### src/rtl/qspi_pkg.sv
// Shared types and constants for the QSPI requester arbiter.
//   arb_state_e      : arbiter FSM states
//   QSPI_ADDR_W      : flash address bits that are compared and used by flash
//   QSPI_RD_LATENCY  : approximate flash read latency in cycles after m_psel rises
//   QSPI_MAX_REQ     : maximum number of requester ports
//   QSPI_IDX_W       : width of a requester index
package qspi_pkg;

  typedef enum logic [1:0] {
    IDLE = 2'd0,
    BUSY = 2'd1,
    HIT  = 2'd2,
    GAP  = 2'd3
  } arb_state_e;

  localparam int unsigned QSPI_ADDR_W     = 24;
  localparam int unsigned QSPI_RD_LATENCY = 29;
  localparam int unsigned QSPI_MAX_REQ    = 4;
  localparam int unsigned QSPI_IDX_W      = $clog2(QSPI_MAX_REQ);

endpackage

### src/rtl/rr_pick.sv
// Combinational round-robin picker.
//   req   : request vector (one bit per requester)
//   ptr   : index with highest priority this round
//   valid : some request bit is set
//   idx   : first set request at or after ptr, wrapping modulo N_REQ
module rr_pick
  import qspi_pkg::*;
#(
  parameter int unsigned N_REQ = 2
) (
  input  logic [N_REQ-1:0]      req,
  input  logic [QSPI_IDX_W-1:0] ptr,
  output logic                  valid,
  output logic [QSPI_IDX_W-1:0] idx
);

  logic [QSPI_IDX_W:0] cand;

  // Walk from ptr upward; the first hit wins.
  always_comb begin
    valid = 1'b0;
    idx   = '0;
    cand  = '0;
    for (int unsigned i = 0; i < N_REQ; i++) begin
      cand = (QSPI_IDX_W+1)'(ptr) + (QSPI_IDX_W+1)'(i);
      if (cand >= (QSPI_IDX_W+1)'(N_REQ)) begin
        cand = cand - (QSPI_IDX_W+1)'(N_REQ);
      end
      if (!valid && 1'(req >> cand)) begin
        valid = 1'b1;
        idx   = cand[QSPI_IDX_W-1:0];
      end
    end
  end

endmodule

### src/rtl/qspi_arbiter.sv
// Round-robin arbiter sharing one qspi_controller slave port between N_REQ
// requesters, with an optional one-entry last-read buffer.
//   s_pclk, s_preset        : clock, synchronous active-high reset
//   r_psel/r_pwrite/r_paddr : per-requester request (addr packed 32 bits each)
//   r_pready/r_prdata       : one-hot completion pulse and read data
//   flush                   : invalidates the last-read buffer
//   m_psel/m_pwrite/m_paddr : registered request towards the controller
//   m_pready/m_prdata       : completion and read data from the controller
module qspi_arbiter
  import qspi_pkg::*;
#(
  parameter int unsigned N_REQ  = 2,
  parameter bit          HIT_EN = 1'b1
) (
  input  logic                s_pclk,
  input  logic                s_preset,
  input  logic [N_REQ-1:0]    r_psel,
  input  logic [N_REQ-1:0]    r_pwrite,
  input  logic [N_REQ*32-1:0] r_paddr,
  output logic [N_REQ-1:0]    r_pready,
  output logic [31:0]         r_prdata,
  input  logic                flush,
  output logic                m_psel,
  output logic                m_pwrite,
  output logic [31:0]         m_paddr,
  input  logic                m_pready,
  input  logic [31:0]         m_prdata
);

  arb_state_e             state_q, state_d;
  logic [QSPI_IDX_W-1:0]  rr_ptr_q, rr_ptr_d;
  logic [QSPI_IDX_W-1:0]  grant_q, grant_d;
  logic                   buf_valid_q, buf_valid_d;
  logic [QSPI_ADDR_W-1:0] buf_addr_q, buf_addr_d;
  logic [31:0]            buf_data_q, buf_data_d;
  logic                   m_psel_q, m_psel_d;
  logic                   m_pwrite_q, m_pwrite_d;
  logic [31:0]            m_paddr_q, m_paddr_d;

  logic                   pick_valid;
  logic [QSPI_IDX_W-1:0]  pick_idx;
  logic                   pick_wr;
  logic [31:0]            pick_paddr;
  logic                   pick_hit;

  rr_pick #(.N_REQ(N_REQ)) u_rr_pick (
    .req   (r_psel),
    .ptr   (rr_ptr_q),
    .valid (pick_valid),
    .idx   (pick_idx)
  );

  // Fields of the candidate request and its buffer lookup.
  always_comb begin
    pick_wr    = 1'(r_pwrite >> pick_idx);
    pick_paddr = 32'(r_paddr >> {pick_idx, 5'd0});
    pick_hit   = HIT_EN && !pick_wr && buf_valid_q &&
                 (pick_paddr[QSPI_ADDR_W-1:0] == buf_addr_q);
  end

  // Next-state and buffer update.
  always_comb begin
    state_d     = state_q;
    rr_ptr_d    = rr_ptr_q;
    grant_d     = grant_q;
    buf_valid_d = buf_valid_q;
    buf_addr_d  = buf_addr_q;
    buf_data_d  = buf_data_q;
    m_psel_d    = m_psel_q;
    m_pwrite_d  = m_pwrite_q;
    m_paddr_d   = m_paddr_q;

    case (state_q)
      IDLE: begin
        if (pick_valid) begin
          grant_d = pick_idx;
          if (pick_hit) begin
            state_d = HIT;
          end else begin
            state_d    = BUSY;
            m_psel_d   = 1'b1;
            m_pwrite_d = pick_wr;
            m_paddr_d  = pick_paddr;
          end
        end
      end
      BUSY: begin
        if (m_pready) begin
          state_d  = GAP;
          m_psel_d = 1'b0;
          if (m_pwrite_q) begin
            buf_valid_d = 1'b0;
          end else begin
            buf_valid_d = 1'b1;
            buf_addr_d  = m_paddr_q[QSPI_ADDR_W-1:0];
            buf_data_d  = m_prdata;
          end
        end
      end
      HIT: begin
        state_d = GAP;
      end
      GAP: begin
        state_d  = IDLE;
        rr_ptr_d = (grant_q == QSPI_IDX_W'(N_REQ - 1)) ? '0 : grant_q + QSPI_IDX_W'(1);
      end
      default: begin
        state_d = IDLE;
      end
    endcase

    // Flush wins over a same-cycle read capture.
    if (flush) begin
      buf_valid_d = 1'b0;
    end
  end

  always_ff @(posedge s_pclk) begin
    if (s_preset) begin
      state_q     <= IDLE;
      rr_ptr_q    <= '0;
      grant_q     <= '0;
      buf_valid_q <= 1'b0;
      buf_addr_q  <= '0;
      buf_data_q  <= '0;
      m_psel_q    <= 1'b0;
      m_pwrite_q  <= 1'b0;
      m_paddr_q   <= '0;
    end else begin
      state_q     <= state_d;
      rr_ptr_q    <= rr_ptr_d;
      grant_q     <= grant_d;
      buf_valid_q <= buf_valid_d;
      buf_addr_q  <= buf_addr_d;
      buf_data_q  <= buf_data_d;
      m_psel_q    <= m_psel_d;
      m_pwrite_q  <= m_pwrite_d;
      m_paddr_q   <= m_paddr_d;
    end
  end

  // Completion is a pass-through of the controller in BUSY, local in HIT.
  always_comb begin
    r_pready = '0;
    r_prdata = '0;
    if (state_q == BUSY) begin
      r_pready = N_REQ'(m_pready) << grant_q;
      r_prdata = m_prdata;
    end else if (state_q == HIT) begin
      r_pready = N_REQ'(1) << grant_q;
      r_prdata = buf_data_q;
    end
  end

  assign m_psel   = m_psel_q;
  assign m_pwrite = m_pwrite_q;
  assign m_paddr  = m_paddr_q;

endmodule

### config.mk
export PLATFORM = sky130hd
export DESIGN_NAME = qspi_arbiter
export DESIGN_NICKNAME = d
export VERILOG_FILES = /design/src/rtl/qspi_pkg.sv /design/src/rtl/rr_pick.sv /design/src/rtl/qspi_arbiter.sv
export SDC_FILE = /design/constraint.sdc
export NUM_CORES = 1
export LEC_CHECK = 0
export ABC_AREA = 1
export ABC_CLOCK_PERIOD_IN_PS = 2500
export CAP_MARGIN = 20
export CORE_MARGIN = 3
export CORE_UTILIZATION = 47
export DETAILED_ROUTE_END_ITERATION = 8
export GPL_ROUTABILITY_DRIVEN = 1
export HOLD_SLACK_MARGIN = 0.05
export PLACE_DENSITY = 0.92
export SYNTH_ARGS = -nofsm -noshare
export SYNTH_HDL_FRONTEND = slang
export SYNTH_HIERARCHICAL = 1
export SYNTH_SLANG_ARGS = --single-unit
### constraint.sdc
create_clock -name s_pclk -period 2.5 [get_ports s_pclk]
set_input_delay 0.5 -clock s_pclk [delete_from_list [all_inputs] [get_ports s_pclk]]
set_output_delay 0.5 -clock s_pclk [all_outputs]
set_load 0.02 [all_outputs]
==> flow_summary.ini, run 1 <==
[run_status]
outcome = completed

[route]
wl_per_cell_um = 16.3
routed_wl_mm = 19.4
drc = 0
firstDrtPassIters = 7
dr_total_vias = 6606
drtIter0Drc = 654
avgViaCountPerCell = 5.56
ant_nets = 0

[setup_path]
worstSetupPathType = input pin to flip-flop
cp.required_ns = 2.74
critPathBufInv = 4
worstPathArrival_ns = 2.72
cp_max_fo = 12
cp-start-kind = input pin
crit_chain = dlygate4sd2_1, a21oi_4, buf_12, clkbuf_16, or2_1, nand3_1, nand2_1, nand2_1, nand2_1, nor2_1, nand2_1, nor2_4, nand2_8, clkbuf_16, a21oi_1, nor2_1
cp_slowest_stage_delay_ns = 0.26
cp_common_cell = nand2_1
slowest_stage = dlygate4sd2_1
crit_family = simple AND/OR/NAND/NOR gates
crit_path_end_kind = flip-flop

[clock_network]
cts_buffers = 9
cts_tree = built
htree_num_levels = 3
cts.reportedPaths.clkPinSlew_ns = 0.07
clk_latency_ns = 0.35
cts_max_path_buffers = 2
cts_root_buf = clkbuf_16
clock-sinks = 97

[logic_synthesis]
postSynth.asyncResetShare_pct = 0
netlist-cell-type-count = 32
syn_inst = 835
synth_edf_count = 0
syn_avg_cell_area_um2 = 6.46
syn-num-nets = 944
synth_top_area_share_pct = 36.0
ys_top_cells_by_area = dfxtp_1 (36%), nand2_1 (13%), nor2_1 (9.2%), inv_1 (6.4%), o21ai_0 (6.4%)
yosysSeqAreaShare_pct = 36.0
synth_seq_cells = 97
ys_warn_count = 6
syn_area_um2 = 5400
synth_flop_cell = dfxtp_1
yosys.area.top_type = dfxtp_1

[power_and_ir_drop]
powerDensity_nw_per_um2 = 918
ir_drop_v = 0.000540
p_leak_nw = 3.84

[sta]
worst_clock_skew_ns = 0.00959
setup_viol = 0
finalCritPeriodShare_pct = 99.2
finalHoldViolCount = 0
slew_violations = 0
finalCriticalPeriod_ns = 2.48
worst_slack_ns = 0.0196
fmax_ghz = 0.403

[floorplan]
dieArea_um2 = 12800
io-pin-count = 172
die_h_um = 113
num_rows = 38
die_w_um = 113
core_um2 = 11000
start_util_pct = 48.9

[place]
io_buffers = 171
gp_congestion = 0.951
dp_hpwl_mm = 12.5
place_area_um2 = 7640
preCtsSetupSlack_ns = -0.455

[global_routing]
grt_max_degree = 55
gr-total-overflow = 0
antenna_found_initial = 0
grt_pass1_wl_mm = 27.6
grt_use_total_pct = 26.3
grt_pass1_vias = 5795

[flow_run]
max_cap_viol_count = 0

[final_layout]
drive_above_1_share_pct = 16.6
diodes = 0
fin_area_um2 = 8130
syn_to_final_growth_pct = 50.8
num-nets-final = 1152
final_common_cell = nand2_1
layout_common_cells = nand2_1 (173), clkdlybuf4s50_1 (135), nor2_1 (128)

[hold_path]
hold_path.class = flip-flop to flip-flop
-- state kept, by name (all words and copies together), names as in the netlist --
name	count
buf_data_q	32
m_paddr	32
buf_addr_q	24
grant_q	2
rr_ptr_q	2
state_q	2
buf_valid_q	1
m_psel	1
m_pwrite	1
-- worst paths after layout --
path	startpoint	end	slack [ns]	depth (start not counted)
worst min-delay path	rr_ptr_q[1]	rr_ptr_q[1]	0.47	2
worst max register to register	rr_ptr_q[0]	m_paddr[19]	0.03	16
worst min register to register	rr_ptr_q[1]	rr_ptr_q[1]	0.47	2
worst max-delay path	r_psel[0]	m_paddr[19]	0.02	16
-- synth_stat cells (2+ instances only) --
| cell | count |
|---|---|
| nand2_4 | 2 |
| inv_4 | 2 |
| ha_1 | 5 |
| nand4_1 | 20 |
| nand2_1 | 184 |
| or2_1 | 7 |
| a21oi_1 | 57 |
| buf_2 | 8 |
| a22o_1 | 32 |
| inv_1 | 92 |
| a21oi_2 | 8 |
| dfxtp_1 | 97 |
| clkinv_1 | 2 |
| buf_6 | 3 |
| buf_4 | 9 |
| clkbuf_1 | 31 |
| o21ai_0 | 69 |
| nand3_1 | 61 |
| nand3_2 | 2 |
| nor2_1 | 132 |
-- report_power, final --
| part | switching [mW] | internal, mW | total (mW) |
|---|---|---|---|
| logic | 2.23 | 1.59 | 3.81 |
| registers | 0.293 | 1.99 | 2.28 |
| clock network | 0.619 | 0.756 | 1.37 |
| total | 3.14 | 4.33 | 7.47 |
-- logic make-up (layout without fill, tap and decap cells) --
group	Yosys count	in the layout	synth area share, %
AO/OA/AOI/OAI	169	169	18.6
adder cells (fa/ha/maj)	5	5	1.16
buffers and inverters	150	363	12.0
flip-flops	97	97	36.0
other	1	1	0.0695
AND/OR/NAND/NOR	413	413	32.2
-- what timing repair did --
action / 4_1_cts / 5_1_grt
buffers inserted: 0 / 4
endpoints found under the setup margin: 69 / 69
gates cloned: 0 / 8
hold buffers: 0 / 0
resized for setup: 41 / 98
pin swaps: 1 / 11
-- routing by layer --
metal	global-route usage (%)	up-vias	wire length (um)
li1	-	3107	-
met1	32.5	3039	7220
met2	44.5	390	9420
met3	6.52	70	2090
met4	9.62	0	658
met5	0	-	0
-- metrics by stage --
| step | power (mW) | util [%] | hold slack, ns | setup TNS, ns | instances |
|---|---|---|---|---|---|
| after detailed placement | 6.05 | 69.3 | 0.457 | -15.45 | 1160 |
| after global placement | 5.98 | 69.3 | 0.453 | -12.12 | 1160 |
| after CTS | 7.30 | 71.7 | 0.468 | 0 | 1176 |
| after floorplan | 4.47 | - | 0.438 | 0 | 835 |
| after global routing | 7.90 | 73.7 | 0.493 | -0.430 | 1188 |
| final | 7.47 | 73.7 | 0.469 | 0 | 1188 |
-- worst register-to-register path, cell delays in order (launching register included) --
cell and delay, ns:
dfxtp_1 0.33, inv_1 0.10, a21oi_4 0.07, buf_12 0.16
clkbuf_16 0.16, or2_1 0.23, nand3_1 0.10, nand2_1 0.08
nand2_1 0.11, nand2_1 0.07, nor2_1 0.10, nand2_1 0.11
nor2_4 0.18, nand2_8 0.15, clkbuf_16 0.21, a21oi_1 0.15
nor2_1 0.07
-- layout make-up --
type	count	area, um2
flip-flops and latches	97	1940
fillers	779	2900
clock buffers	12	267
inverters	97	379
well taps	140	175
repair buffers	250	2410
multi-input cells	588	2940
clock inverters	4	26.3
(Power assumes the default switching activity.)
==> run 2, diff against run 1 <==
RECOVER_POWER = 50   (was not set)
==> run 2 against run 1 <==
Flip-flop and latch count unchanged; register-to-register slack is essentially flat; maximum frequency fell by 0.68%.
==> flow_summary.ini, run 2 (synthesized netlist as in run 1, its figures left out) <==
[run_status]
outcome = completed

[final_layout]
diodes = 0
final_common_cell = nand2_1
num-nets-final = 1152
layout_common_cells = nand2_1 (173), nor2_1 (129), clkdlybuf4s50_1 (100)
post-route-util_pct = 73.5
syn_to_final_growth_pct = 50.3
drive_above_1_share_pct = 16.2

[clock_network]
cts_root_buf = clkbuf_16
cts.reportedPaths.clkPinSlew_ns = 0.07
cts_buffers = 9
htree_num_levels = 3
cts_max_path_buffers = 2
clk_latency_ns = 0.35
postCtsHoldBufs = 0
cts_tree = built
clock-sinks = 97

[setup_path]
worstPathArrival_ns = 2.77
cp_slowest_stage_delay_ns = 0.27
critical_path_depth = 17
r2r_end = m_paddr[19]
cp_common_cell = nand2_1
critPathBufInv = 4
crit_end = m_paddr[19]
worstReg2RegStart = rr_ptr_q[0]
reg2reg_slack_ns = 0.02
slowest_stage = dlygate4sd2_1
crit_chain = dlygate4sd2_1, a21oi_4, buf_12, clkbuf_16, or2_1, nand3_1, nand2_1, nand2_1, nand2_1, nor2_1, nand2_1, nor2_4, nand2_8, clkbuf_16, nand3_1, nand2_1, nor2_1
cp.required_ns = 2.78
crit_path_end_kind = flip-flop
worstSetupPathType = input pin to flip-flop
cp-start-kind = input pin
ff2ff_path_depth = 17
cp_max_fo = 12
crit_family = simple AND/OR/NAND/NOR gates
startpoint = r_psel[0]

[sta]
slew-limit-headroom_pct = 29.6
slew_violations = 0
setup_viol = 0
finalCriticalPeriod_ns = 2.50
fmax_ghz = 0.400
worst_slew_pin_slew_ns = 1.06
finalCritPeriodShare_pct = 99.9
worst_clock_skew_ns = 0.00939
finalHoldViolCount = 0
fin_hold_ws_ns = 0.470

[place]
io_buffers = 171
dp_hpwl_mm = 12.5
gp_congestion = 0.951

[global_routing]
gr-total-overflow = 0
antenna_found_initial = 0
grt_pass1_vias = 5795
grtUsageMet2_pct = 44.5
met3_usage_pct = 6.52
grt_most_used_layer = met2
grt_use_total_pct = 26.3
grt_pass1_wl_mm = 27.6
grt_util_met1_pct = 32.5
grt_max_degree = 55

[floorplan]
start_util_pct = 48.9
core_um2 = 11000
die_h_um = 113
num_rows = 38
io-pin-count = 172
dieArea_um2 = 12800
die_w_um = 113

[route]
wl_per_cell_um = 16.3
drtIter0Drc = 688
ant_nets = 0
firstDrtPassIters = 7
routed_wl_mm = 19.4
drc = 0
dr_total_vias = 6562
avgViaCountPerCell = 5.52

[power_and_ir_drop]
p_leak_nw = 3.91
total_power_mw = 7.39
powerDensity_nw_per_um2 = 912
ir_drop_v = 0.000537

[flow_run]
max_cap_viol_count = 0

[hold_path]
hold_path.class = flip-flop to flip-flop
==> run 2: worst min path at each step <==
| stage | from | end | depth (start not counted) |
|---|---|---|---|
| final | rr_ptr_q[1] | rr_ptr_q[1] | 2 |
| after detailed placement | rr_ptr_q[1] | rr_ptr_q[1] | 2 |
| after CTS | rr_ptr_q[1] | rr_ptr_q[1] | 2 |
| after global placement | buf_addr_q[22] | buf_addr_q[22] | 2 |
| after floorplan | rr_ptr_q[1] | rr_ptr_q[1] | 2 |
| after global routing | m_paddr[27] | m_paddr[27] | 2 |
==> run 2: cell type report <==
type / instances / area (um2)
multi-input cells: 588 / 2930
well taps: 140 / 175
flip-flops and latches: 97 / 1940
inverters: 97 / 379
repair buffers: 250 / 2390
clock buffers: 12 / 267
clock inverters: 4 / 26.3
fillers: 784 / 2920
==> run 2: per-stage QoR <==
step / std cells / cell area (um2) / TNS, ns / setup slack (ns)
3_3_place_gp: 1160 / 7640 / -12.12 / -0.358
5_1_grt: 1188 / 8110 / -0.750 / -0.0892
4_1_cts: 1176 / 7910 / 0 / 0.0126
3_5_place_dp: 1160 / 7640 / -15.45 / -0.455
6_report: 1188 / 8110 / 0 / 0.00273
2_1_floorplan: 835 / 5400 / 0 / 0.400
==> run 2: worst min-delay path: stages, from the launching register on <==
cell and delay (ns):
dfxtp_1 0.31, nand2_1 0.06, a21oi_1 0.05
==> run 2: per-layer routing <==
| metal | routed length (um) | part of all wire, % | vias up |
|---|---|---|---|
| met5 | 0 | 0 | - |
| li1 | - | - | 3109 |
| met2 | 9510 | 49 | 390 |
| met1 | 7200 | 37 | 3001 |
| met3 | 2060 | 11 | 62 |
| met4 | 626 | 3.2 | 0 |
==> run 2: report_power, final <==
part / internal (mW) / switching, mW / leakage (nW)
sequential: 1.99 / 0.286 / 0.795
clock: 0.756 / 0.622 / 0.145
combinational: 1.52 / 2.22 / 2.97
total: 4.26 / 3.13 / 3.91
==> run 2: timing repair <==
| action | CTS | global route |
|---|---|---|
| resized for setup | 41 | 98 |
| pin swaps | 1 | 11 |
| setup buffers | 0 | 4 |
| endpoints found under the setup margin | 69 | 69 |
| gates cloned | 0 | 8 |
| hold endpoints to repair | 0 | 0 |
==> run 3, diff against run 2 <==
REMOVE_ABC_BUFFERS = 1   (was not set)
==> run 3 against run 2 <==
Maximum frequency up 2.1%; routed wire length down 7.7%; sequential power about the same; largest power group unchanged; global-route usage down 0.34 points.
==> flow_summary.ini, run 3 (synthesized netlist as in run 1, its figures left out) <==
[power_and_ir_drop]
combPwrFrac_pct = 50.9
switching_power_mw = 3.06
ir_drop_v = 0.000505
clkPwrFrac_pct = 17.9
powerDensity_nw_per_um2 = 911
p_int_mw = 4.20
p_leak_nw = 3.87
pwr-share-seq_pct = 31.2
netSwitchingFraction_pct = 42.2

[setup_path]
worstSetupPathType = input pin to flip-flop
cp-start-kind = input pin
worstReg2RegStart = rr_ptr_q[0]
startpoint = r_psel[0]
cp.required_ns = 2.78
slowest_stage = dlygate4sd2_1
r2r_end = m_paddr[14]
cp_common_cell = nand2_1
crit_path_end_kind = flip-flop
ff2ff_path_depth = 18
cp_max_fo = 37
crit_chain = dlygate4sd2_1, a21oi_4, buf_12, buf_12, clkbuf_16, nand2_1, nand4_1, nand2_1, inv_1, nand2_1, nor2_1, nand2_1, nor2_4, nand2_4, buf_12, nand3_1, nand2_1, nor2_1
worstPathArrival_ns = 2.73
crit_end = m_paddr[14]
reg2reg_slack_ns = 0.09
cp_slowest_stage_delay_ns = 0.27

[final_layout]
fillers = 833
diodes = 0
final_common_cell = nand2_1
drive_above_1_share_pct = 16.0
num-nets-final = 1149
syn_to_final_growth_pct = 47.6
fin_area_um2 = 7960
layout_common_cells = nand2_1 (174), nor2_1 (131), clkdlybuf4s50_1 (100)

[place]
dp_hpwl_mm = 12.1
io_buffers = 171
place_area_um2 = 7620
gp_congestion = 0.875

[floorplan]
io-pin-count = 172
core_um2 = 11000
num_rows = 38
die_h_um = 113
dieArea_um2 = 12800
start_util_pct = 48.9
die_w_um = 113

[sta]
slew-limit-headroom_pct = 34.2
fmax_ghz = 0.409
setup_viol = 0
finalCriticalPeriod_ns = 2.45
finalHoldViolCount = 0
worst_slew_pin_slew_ns = 0.986
finalCritPeriodShare_pct = 97.9
slew_violations = 0
worst_clock_skew_ns = 0.00753
fin_hold_ws_ns = 0.467

[global_routing]
grt_max_degree = 55
grt_pass1_vias = 6113
grt_use_total_pct = 26.0
antenna_found_initial = 0
gr-total-overflow = 0
grt_pass1_wl_mm = 27.5

[clock_network]
clock-sinks = 97
cts_tree = built
cts.reportedPaths.clkPinSlew_ns = 0.07
cts_root_buf = clkbuf_16
htree_num_levels = 3
clk_latency_ns = 0.35
cts_buffers = 9
cts_max_path_buffers = 2

[flow_run]
max_cap_viol_count = 0

[route]
drtIter0Drc = 386
avgViaCountPerCell = 5.33
dr_total_vias = 6314
routed_wl_mm = 17.9
firstDrtPassIters = 5
drc = 0
wl_per_cell_um = 15.1
ant_nets = 0

[hold_path]
hold_path.class = flip-flop to flip-flop

[run_status]
outcome = completed
run 3: cell types whose count changed in the layout (fill, tap and decap cells not counted), moves of 2 or more:
cell,delta
clkinv_2,+3
clkbuf_16,-5
clkbuf_8,-2
nor2_2,-2
clkbuf_2,+2
nor2_1,+2
nand2_8,-2
nand2_4,+2
run 3: worst min path at each step:
stage | startpoint | end | slack [ns] | cells after the start
after global placement | buf_addr_q[13] | buf_addr_q[13] | 0.45 | 2
after CTS | buf_addr_q[22] | buf_addr_q[22] | 0.47 | 2
after global routing | m_paddr[27] | m_paddr[27] | 0.49 | 2
after floorplan | rr_ptr_q[1] | rr_ptr_q[1] | 0.44 | 2
after detailed placement | buf_addr_q[22] | buf_addr_q[22] | 0.46 | 2
final | buf_addr_q[22] | buf_addr_q[22] | 0.47 | 2
run 3: area by class of cell:
class                   count  area [um2]  share of cell area, %
flip-flops and latches     97        1940                   24.4
clock buffers              10         239                   3.00
well taps                 140         175                   2.20
repair buffers            247        2290                   28.8
clock inverters             6        33.8                  0.424
inverters                  97         379                   4.76
multi-input cells         588        2900                   36.4
run 3: power by group through the flow:
stage               Combinational, mW  Sequential [mW]  Clock (mW)
floorplan                        1.91             2.43           0
global placement                 3.70             2.27           0
detailed placement               3.78             2.28           0
CTS                              3.68             2.26        1.31
global route                     4.03             2.31        1.39
finish                           3.69             2.27        1.30
run 3: stage by stage:
| stage | instances | setup TNS, ns | utilization [%] | power (mW) | setup WS [ns] |
|---|---|---|---|---|---|
| 3_5_place_dp | 1158 | -11.97 | 69.0 | 6.07 | -0.380 |
| 2_1_floorplan | 782 | -70.64 | - | 4.35 | -1.05 |
| 4_1_cts | 1174 | 0 | 71.2 | 7.26 | 0.00235 |
| 5_1_grt | 1185 | -0.907 | 72.2 | 7.72 | -0.0645 |
| 3_3_place_gp | 1158 | -10.43 | 69.0 | 5.97 | -0.312 |
| 6_report | 1185 | 0 | 72.2 | 7.25 | 0.0535 |
run 3: routing by layer:
| metal | part of all wire, % | up-vias | track usage (%) |
|---|---|---|---|
| met1 | 39 | 2821 | 29.8 |
| li1 | - | 3099 | - |
| met3 | 11 | 61 | 9.36 |
| met5 | 0 | - | 0 |
| met4 | 3.5 | 0 | 11.7 |
| met2 | 47 | 333 | 43.4 |
run 3: worst max-delay path: cells and delay by family:
family | cells | cell delay (ns)
AO/OA/AOI/OAI | 1 | 0.24
AND/OR/NAND/NOR | 11 | 1.03
buffers and inverters | 6 | 0.93
run 3: what timing repair did:
item                                    CTS  global route
gates cloned                              0             3
hold endpoints to repair                  0             0
buffers inserted                          0             8
hold buffers                              0             0
endpoints found under the setup margin   44            70
gates resized for setup                  36           102
pin swaps                                 1             5
==> RTL change (flow settings as in run 1) <==
Set the parameter `HIT_EN` to 1'b0 (it was 1'b1).
--- a/src/rtl/qspi_arbiter.sv
+++ b/src/rtl/qspi_arbiter.sv
@@ -10,7 +10,7 @@
   import qspi_pkg::*;
 #(
   parameter int unsigned N_REQ  = 2,
-  parameter bit          HIT_EN = 1'b1
+  parameter bit          HIT_EN = 1'b0
 ) (
   input  logic                s_pclk,
   input  logic                s_preset,
Behaviour: not the same (Yosys sat finds a counterexample within 10 cycles, from zero or initial values and one cycle with s_preset high).
==> RTL change against run 1 <==
- synthesized cell count fell by 33%
- synthesized area decreased by 32%
- first-iteration DRC count decreased by 80%
- worst setup slack better by 0.16 ns
- sequential cell count is 25 lower
- final area is 31% lower
- wire length fell by 43%
- total power fell by 54%
- critical path type is now reg2out
- critical endpoint is now r_prdata[6]
- largest cell class unchanged
- largest power group is now sequential cells
==> RTL change: results (changes against run 1) <==
Pwr
  – P_sw: 1.18 mW (-62%)
  – Int Power: 2.28 mW (-47%)
  – VDD IR max: 0.345 mV (-36%)
  – Logic gate share of total power: 35.3% (-16 points)
  – Reg power frac: 37.6% (+7.1 points)

Worst setup path
  – R2R setup slack: 0.86 ns (+0.83 ns)
  – Crit path largest cell delay: 0.37 ns (+0.11 ns)
  – Worst Setup SP: state_q[1]
  – Worst reg2reg startpoint: state_q[0]
  – CP Capture Point: r_prdata[6]
  – R2r endpoint: grant_q[1]
  – Critical Path AT: 1.82 ns (-0.90 ns)
  – Slowest cell on crit path: dfxtp_2

Global routing
  – Largest net degree at the start of global routing: 57 (+3.6%)
  – Vias in the first global route: 3806 (-34%)
  – GRT Util Overall: 24.3% (-2.0 points)

Finish
  – Layout cells sized above 1: 6.01% (-11 points)
  – Area grow syn2layout: 51.9%

Routing
  – Vias per inst: 5.15 (-7.3%)
  – Met2 wire len: 5.50 mm (-42%)

Logic synthesis
  – Synth Area in Adders: 2.04% (+0.88 points)
  – Mapped Nets: 673 (-29%)
  – Yosys top cell area share: 39.1% (+3.1 points)
  – Synth Area in Compound Gates: 11.0% (-7.6 points)

Place
  – Port bufs: 170 (-0.58%)
  – Post-placement cell area: 5410 sq um (-29%)
  – Hpwl dp: 7.96 mm (-36%)

Worst hold path
  – Hold_sp: buf_data_q[20]

STA
  – PnR worst setup slack: 0.179 ns (+0.160 ns)

Status
  – Status: finished clean

Clocking
  – Root buffer cell: clkbuf_8
-- RTL change: changes by cell type after synthesis, moves of 7 or more --
cell	change
a21oi_1	+8
a22o_1	-32
buf_2	+13
clkbuf_1	-21
dfxtp_1	-25
inv_1	-80
nand2_1	+90
nand3_1	-25
nand4_1	+12
nor2_1	-126
o21ai_0	-67
or2_1	-7
-- RTL change: per-layer routing --
metal,vias up,track usage [%]
met2,199,42.6
met4,0,7.09
met1,1876,28.4
met5,-,0
li1,2113,-
met3,11,7.65
-- RTL change: per-stage QoR --
stage | utilization (%) | instances
2_1_floorplan | - | 563
4_1_cts | 74.8 | 815
6_report | 75.1 | 815
3_3_place_gp | 72.6 | 799
5_1_grt | 75.1 | 815
3_5_place_dp | 72.6 | 799
-- RTL change: area by class of cell --
cell class | instances | area [sq um]
clock buffers | 11 | 151
clock inverters | 5 | 55.1
fillers | 569 | 1850
inverters | 13 | 48.8
multi-input cells | 433 | 1940
flip-flops and latches | 72 | 1440
well taps | 99 | 124
repair buffers | 182 | 1830
